<file path="config.mk">
export PLATFORM = sky130hd
export DESIGN_NAME = johnson_seq_ctrl_flat
export DESIGN_NICKNAME = d
export VERILOG_FILES = /design/src/rtl/johnson_seq_ctrl_if.sv /design/src/rtl/johnson_seq_ctrl.sv /design/src/flat_wrapper.sv
export SDC_FILE = /design/constraint.sdc
export NUM_CORES = 1
export LEC_CHECK = 0
export BUFFER_PORTS_ARGS = -buffer_cell sky130_fd_sc_hd__buf_2
export CAP_MARGIN = 20
export CORE_ASPECT_RATIO = 1.2
export CORE_UTILIZATION = 30
export DETAILED_ROUTE_END_ITERATION = 8
export MAX_ROUTING_LAYER = met4
export SYNTH_ARGS = -nofsm -noshare
export SYNTH_HDL_FRONTEND = slang
export SYNTH_SLANG_ARGS = --single-unit
</file>
<file path="constraint.sdc">
create_clock -name clk -period 2 [get_ports clk]
set_input_delay 0.2 -clock clk [delete_from_list [all_inputs] [get_ports clk]]
set_output_delay 0.2 -clock clk [all_outputs]
set_load 0.05 [all_outputs]
</file>
<file path="src/rtl/johnson_seq_ctrl_if.sv">
// Handshake/status bundle for johnson_seq_ctrl: run/load controls in, counter state and status out.
// The master drives requests; the slave (the controller) drives the counter view.
interface johnson_seq_ctrl_if #(
   parameter int STEP_W = 8
);
   logic              start;
   logic [STEP_W-1:0] step_count;
   logic              dir;
   logic              pause;
   logic              load_en;
   logic [4:0]        load_val;
   logic [4:0]        q;
   logic [9:0]        phase;
   logic              busy;
   logic              done;
   logic              err;

   modport master (
      output start, step_count, dir, pause, load_en, load_val,
      input  q, phase, busy, done, err
   );

   modport slave (
      input  start, step_count, dir, pause, load_en, load_val,
      output q, phase, busy, done, err
   );
endinterface

</file>
<file path="src/rtl/johnson_seq_ctrl.sv">
// Johnson-counter sequencer that runs a requested number of forward/reverse steps with pause/preload.
// Optional JSC_ILLEGAL_RECOVER_EN forces illegal counter states back to zero and raises a sticky err.
module johnson_seq_ctrl #(
   parameter int STEP_W = 8
) (
   input logic                        clk,
   input logic                        rst_n,
   johnson_seq_ctrl_if.slave          bus
);

   typedef enum logic [1:0] {
      IDLE = 2'd0,
      RUN  = 2'd1,
      DONE = 2'd2
   } state_t;

   state_t            state_q, state_nx;
   logic [4:0]        q_q, q_nx;
   logic [STEP_W-1:0] rem_q, rem_nx;
   logic              dir_q, dir_nx;
   logic [9:0]        phase_dec;
   logic              start_ok;

   // One Johnson step; reverse shifts right and feeds back the inverted LSB.
   function automatic logic [4:0] johnson_step(input logic [4:0] cur, input logic rev);
      logic [4:0] res;
      if (rev) begin
         res = {~cur[0], cur[4:1]};
      end else begin
         res = {cur[3:0], ~cur[4]};
      end
      return res;
   endfunction

   always_comb begin
      phase_dec = 10'd0;
      case (q_q)
         5'b00000: phase_dec[0] = 1'b1;
         5'b00001: phase_dec[1] = 1'b1;
         5'b00011: phase_dec[2] = 1'b1;
         5'b00111: phase_dec[3] = 1'b1;
         5'b01111: phase_dec[4] = 1'b1;
         5'b11111: phase_dec[5] = 1'b1;
         5'b11110: phase_dec[6] = 1'b1;
         5'b11100: phase_dec[7] = 1'b1;
         5'b11000: phase_dec[8] = 1'b1;
         5'b10000: phase_dec[9] = 1'b1;
         default:  phase_dec    = 10'd0;
      endcase
   end

   // A load in IDLE shadows a simultaneous start.
   assign start_ok = (state_q == IDLE) && bus.start && !bus.load_en;

   always_comb begin
      state_nx = state_q;
      q_nx     = q_q;
      rem_nx   = rem_q;
      dir_nx   = dir_q;
      case (state_q)
         IDLE: begin
            if (bus.load_en) begin
               q_nx = bus.load_val;
            end else if (bus.start) begin
               state_nx = RUN;
               rem_nx   = bus.step_count;
               dir_nx   = bus.dir;
            end
         end
         RUN: begin
            if (rem_q == '0) begin
               state_nx = DONE;
            end else if (!bus.pause) begin
               q_nx   = johnson_step(q_q, dir_q);
               rem_nx = rem_q - STEP_W'(1);
               if (rem_q == STEP_W'(1)) begin
                  state_nx = DONE;
               end
            end
         end
         DONE: begin
            state_nx = IDLE;
         end
         default: begin
            state_nx = IDLE;
         end
      endcase
`ifdef JSC_ILLEGAL_RECOVER_EN
      // Recovery overrides any step or load; an illegal state mid-run aborts to DONE.
      if (phase_dec == 10'd0) begin
         q_nx = 5'b00000;
         if (state_q == RUN) begin
            state_nx = DONE;
         end
      end
`endif
   end

   always_ff @(posedge clk or negedge rst_n) begin
      if (!rst_n) begin
         state_q <= IDLE;
         q_q     <= 5'b00000;
         rem_q   <= '0;
         dir_q   <= 1'b0;
      end else begin
         state_q <= state_nx;
         q_q     <= q_nx;
         rem_q   <= rem_nx;
         dir_q   <= dir_nx;
      end
   end

`ifdef JSC_ILLEGAL_RECOVER_EN
   logic err_q;

   // Detection wins over the clear from a start accepted on the same edge.
   always_ff @(posedge clk or negedge rst_n) begin
      if (!rst_n) begin
         err_q <= 1'b0;
      end else if (phase_dec == 10'd0) begin
         err_q <= 1'b1;
      end else if (start_ok) begin
         err_q <= 1'b0;
      end
   end

   assign bus.err = err_q;
`else
   logic unused_start_ok;
   assign unused_start_ok = start_ok;
   assign bus.err = 1'b0;
`endif

   assign bus.q     = q_q;
   assign bus.phase = phase_dec;
   assign bus.busy  = (state_q == RUN);
   assign bus.done  = (state_q == DONE);

endmodule

</file>
<file path="src/flat_wrapper.sv">
// flat-port wrapper written by rule: the top's interface ports become plain ports
module johnson_seq_ctrl_flat 
#(
   parameter int STEP_W = 8
)
  (clk, rst_n, bus_start, bus_step_count, bus_dir, bus_pause, bus_load_en, bus_load_val, bus_q, bus_phase, bus_busy, bus_done, bus_err);
  johnson_seq_ctrl_if #(.STEP_W(STEP_W)) bus_i ();
  input logic clk;
  input logic rst_n;
  input wire logic [$bits(bus_i.start)-1:0] bus_start;
  input wire logic [$bits(bus_i.step_count)-1:0] bus_step_count;
  input wire logic [$bits(bus_i.dir)-1:0] bus_dir;
  input wire logic [$bits(bus_i.pause)-1:0] bus_pause;
  input wire logic [$bits(bus_i.load_en)-1:0] bus_load_en;
  input wire logic [$bits(bus_i.load_val)-1:0] bus_load_val;
  output wire logic [$bits(bus_i.q)-1:0] bus_q;
  output wire logic [$bits(bus_i.phase)-1:0] bus_phase;
  output wire logic [$bits(bus_i.busy)-1:0] bus_busy;
  output wire logic [$bits(bus_i.done)-1:0] bus_done;
  output wire logic [$bits(bus_i.err)-1:0] bus_err;
  assign bus_i.start = bus_start;
  assign bus_i.step_count = bus_step_count;
  assign bus_i.dir = bus_dir;
  assign bus_i.pause = bus_pause;
  assign bus_i.load_en = bus_load_en;
  assign bus_i.load_val = bus_load_val;
  assign bus_q = bus_i.q;
  assign bus_phase = bus_i.phase;
  assign bus_busy = bus_i.busy;
  assign bus_done = bus_i.done;
  assign bus_err = bus_i.err;
  johnson_seq_ctrl #(.STEP_W(STEP_W)) u_core (.clk(clk), .rst_n(rst_n), .bus(bus_i));
endmodule
</file>
==> out/metrics.yaml <==
run_status:
  status: "finished, final reports clean"
setup_path:
  reg2regPathDepth: 6
  cp-startpoint: "u_core.rem_q[1]$_DFFE_PN0P_"
  reg2reg_to: "u_core.rem_q[6]$_DFFE_PN0P_"
  required_ns: 2.19
  crit_fanout: 4
  arrival_ns: 2.12
  endpoint_kind: "flip-flop"
  worst_setup_path_start_kind: "flip-flop"
  r2r-start: "u_core.rem_q[1]$_DFFE_PN0P_"
  ff2ff_setup_slack_ns: 0.06
  path_class: "flip-flop to flip-flop"
floorplanning:
  die_height_um: 70.7
  rows: 24
  start_util_pct: 32.0
  die_w_um: 59.3
  io_pins: 37
  die_area_um2: 4190
  core-area_um2: 3690
route:
  wl_mm: 3.09
  initialDrtViolationCount: 59
  drt_first_pass_iters: 4
  via_count: 1201
  routedWlPerCell_um: 13.7
  avgViaCountPerCell: 5.34
  drc_errors: 0
  antenna_left: 0
worst_hold_path:
  holdPathEnd: "u_core.dir_q$_DFFE_PN0P_"
  min_from: "bus_dir"
  min_path_type: "input port to flip-flop"
  whs_path_depth: 3
timing:
  hold_viol: 0
  period_needed_ns: 1.94
  fin_skew_ns: 0.00334
  tightest_slew_ns: 0.524
  hold_slack_ns: 0.183
  finalMaxSlewViolations: 0
  slew_headroom_pct: 64.9
  max_freq_mhz: 516
  fin_setup_tns_ns: 0
  grt_setup_unrepaired: "false"
  fin_crit_sh_pct: 96.9
  setup_viol: 0
finish:
  fin_area_um2: 1500
  post-route-util_pct: 40.7
  drive_gt1_share_pct: 38.2
  n_antenna_cell: 0
  syn2layout_area_growth_pct: 27.1
  num-nets-final: 197
clock_network:
  clk_path_buf_depth: 2
  cts_root_buf: "clkbuf_8"
  h-tree-depth: 1
  numCtsBuffers: 3
  clkTransAtPathRegs_ns: 0.06
  cts_setup_buffers: 0
  cts.sinks: 16
  clkLatencyLatePin_ns: 0.25
  cts_tree: "built"
grt:
  grt_use_met3_pct: 2.38
  grt_max_degree: 17
  grt_pass1_wl_mm: 5.06
  grt_pass1_vias: 1143
  gr-usage-met1_pct: 18.9
  gr-usage-met2_pct: 26.8
  overflow: 0
  antenna_found_initial: 0
  busiest_layer: "met2"
  track_usage_pct: 15.9
placement:
  dpl-instance-area_um2: 1450
  hpwl_mm: 2.29
  place_congestion: 0.916
  io_buffer_count: 35
logic_synthesis:
  yosys_warnings: 0
  yosys.area.top_type_share_pct: 33.9
  yosys-top-cells-area: "dfrtp_1 34%, o21ai_0 5.5%, nand2_1 5.1%"
  syn-cell-area_um2: 1180
  synth-main-ff-cell: "dfrtp_1"
  synth_area_leader_cell: "dfrtp_1"
  syn_avg_cell_area_um2: 8.50
  async_flop_share_pct: 100
  synth_seq_cells: 16
  synth_cell_type_count: 46
  ys_seq_area_share_pct: 33.9
  synth_cells: 139
  syn_nets: 161
  synth-edff-count: 0
pwr:
  powerDensity_nw_per_um2: 1470
  ir_worst_vdd_mv: 0.662
  leakage_uw: 0.000688
run:
  max_cap_viol_count: 0
## how the worst max path moves through the flow
stage	end	slack, ns	depth (start not counted)
5_1_grt	u_core.rem_q[6]$_DFFE_PN0P_	0.01	6
6_report	u_core.rem_q[6]$_DFFE_PN0P_	0.06	6
3_3_place_gp	u_core.rem_q[6]$_DFFE_PN0P_	0.11	6
2_1_floorplan	bus_phase[7]	-0.24	3
4_1_cts	u_core.rem_q[6]$_DFFE_PN0P_	0.03	6
3_5_place_dp	u_core.rem_q[6]$_DFFE_PN0P_	0.05	6
## power by group
part / leakage (uW) / switching [uW] / internal, uW
Combinational: 0.000478 / 747 / 474
Sequential: 0.000189 / 275 / 465
Clock: 0.0000216 / 109 / 134
## synth_stat cells (2+ instances only)
library cell and number:
clkbuf_1 5, or4_1 2, nor2_1 12, and3_1 4
o21ai_0 13, a21oi_1 5, dfrtp_1 16, o221ai_1 2
a22o_1 3, mux2_2 5, nand2_1 16, a221oi_1 2
ha_1 3, nor3_1 4, mux2i_1 4, buf_2 3
o21ai_1 2, inv_1 9, nand3_1 2
## critical path, stage by stage (launching register included)
cell     delay (ns)
dfrtp_1        0.40
inv_2          0.09
ha_2           0.19
or3b_2         0.50
or4_1          0.42
o21ai_1        0.13
a22o_1         0.14
## cell families (layout without fill, tap and decap cells)
group	count (synthesis)	in the layout	share of synthesized area, %
multiplexers	9	9	8.16
AND/OR/NAND/NOR	52	52	23.8
AO/OA/AOI/OAI	39	39	23.9
adder cells (fa/ha/maj)	3	3	3.18
buffers and inverters	19	53	6.67
flip-flops	16	16	33.9
other	1	1	0.317
## through the flow
step / setup WS, ns / cells / power (uW)
after global routing: 0.0108 / 225 / 2370
after detailed placement: 0.0542 / 221 / 1960
final: 0.0621 / 225 / 2200
after CTS: 0.0309 / 225 / 2210
after floorplan: -0.236 / 139 / 1660
after global placement: 0.107 / 221 / 1920
## flip-flops by register name, indices dropped and copies added (netlist names)
signal	cells
u_core.rem_q	8
u_core.bus.q	5
u_core.state_q	2
u_core.dir_q	1
## layer usage
layer  vias to the layer above  wire length (um)
met4                         0                45
met3                         7               225
met5                         -                 0
li1                        575                 -
met1                       560              1330
met2                        59              1490
## cell type report
type | instances | area [um2]
fillers | 383 | 2190
multi-input cells | 104 | 738
flip-flops and latches | 16 | 400
repair buffers | 41 | 223
well taps | 52 | 65.1
clock buffers | 3 | 41.3
inverters | 9 | 33.8
## layout by cell type, fill, tap and decap left out, types with 4 or more instances in the layout
cell	netlist	final
a21oi_1	5	5
and3_1	4	4
buf_2	3	35
buf_4	1	5
dfrtp_1	16	16
inv_1	9	8
mux2_2	5	5
mux2i_1	4	4
nand2_1	16	16
nor2_1	12	12
o21ai_0	13	13
## what timing repair did
action                     in CTS  in global routing
setup endpoints to repair       0                  1
hold buffers                    1                  0
hold endpoints to repair       16                  0
gates resized for setup         0                  2
Power figures use the tool's default switching activity.
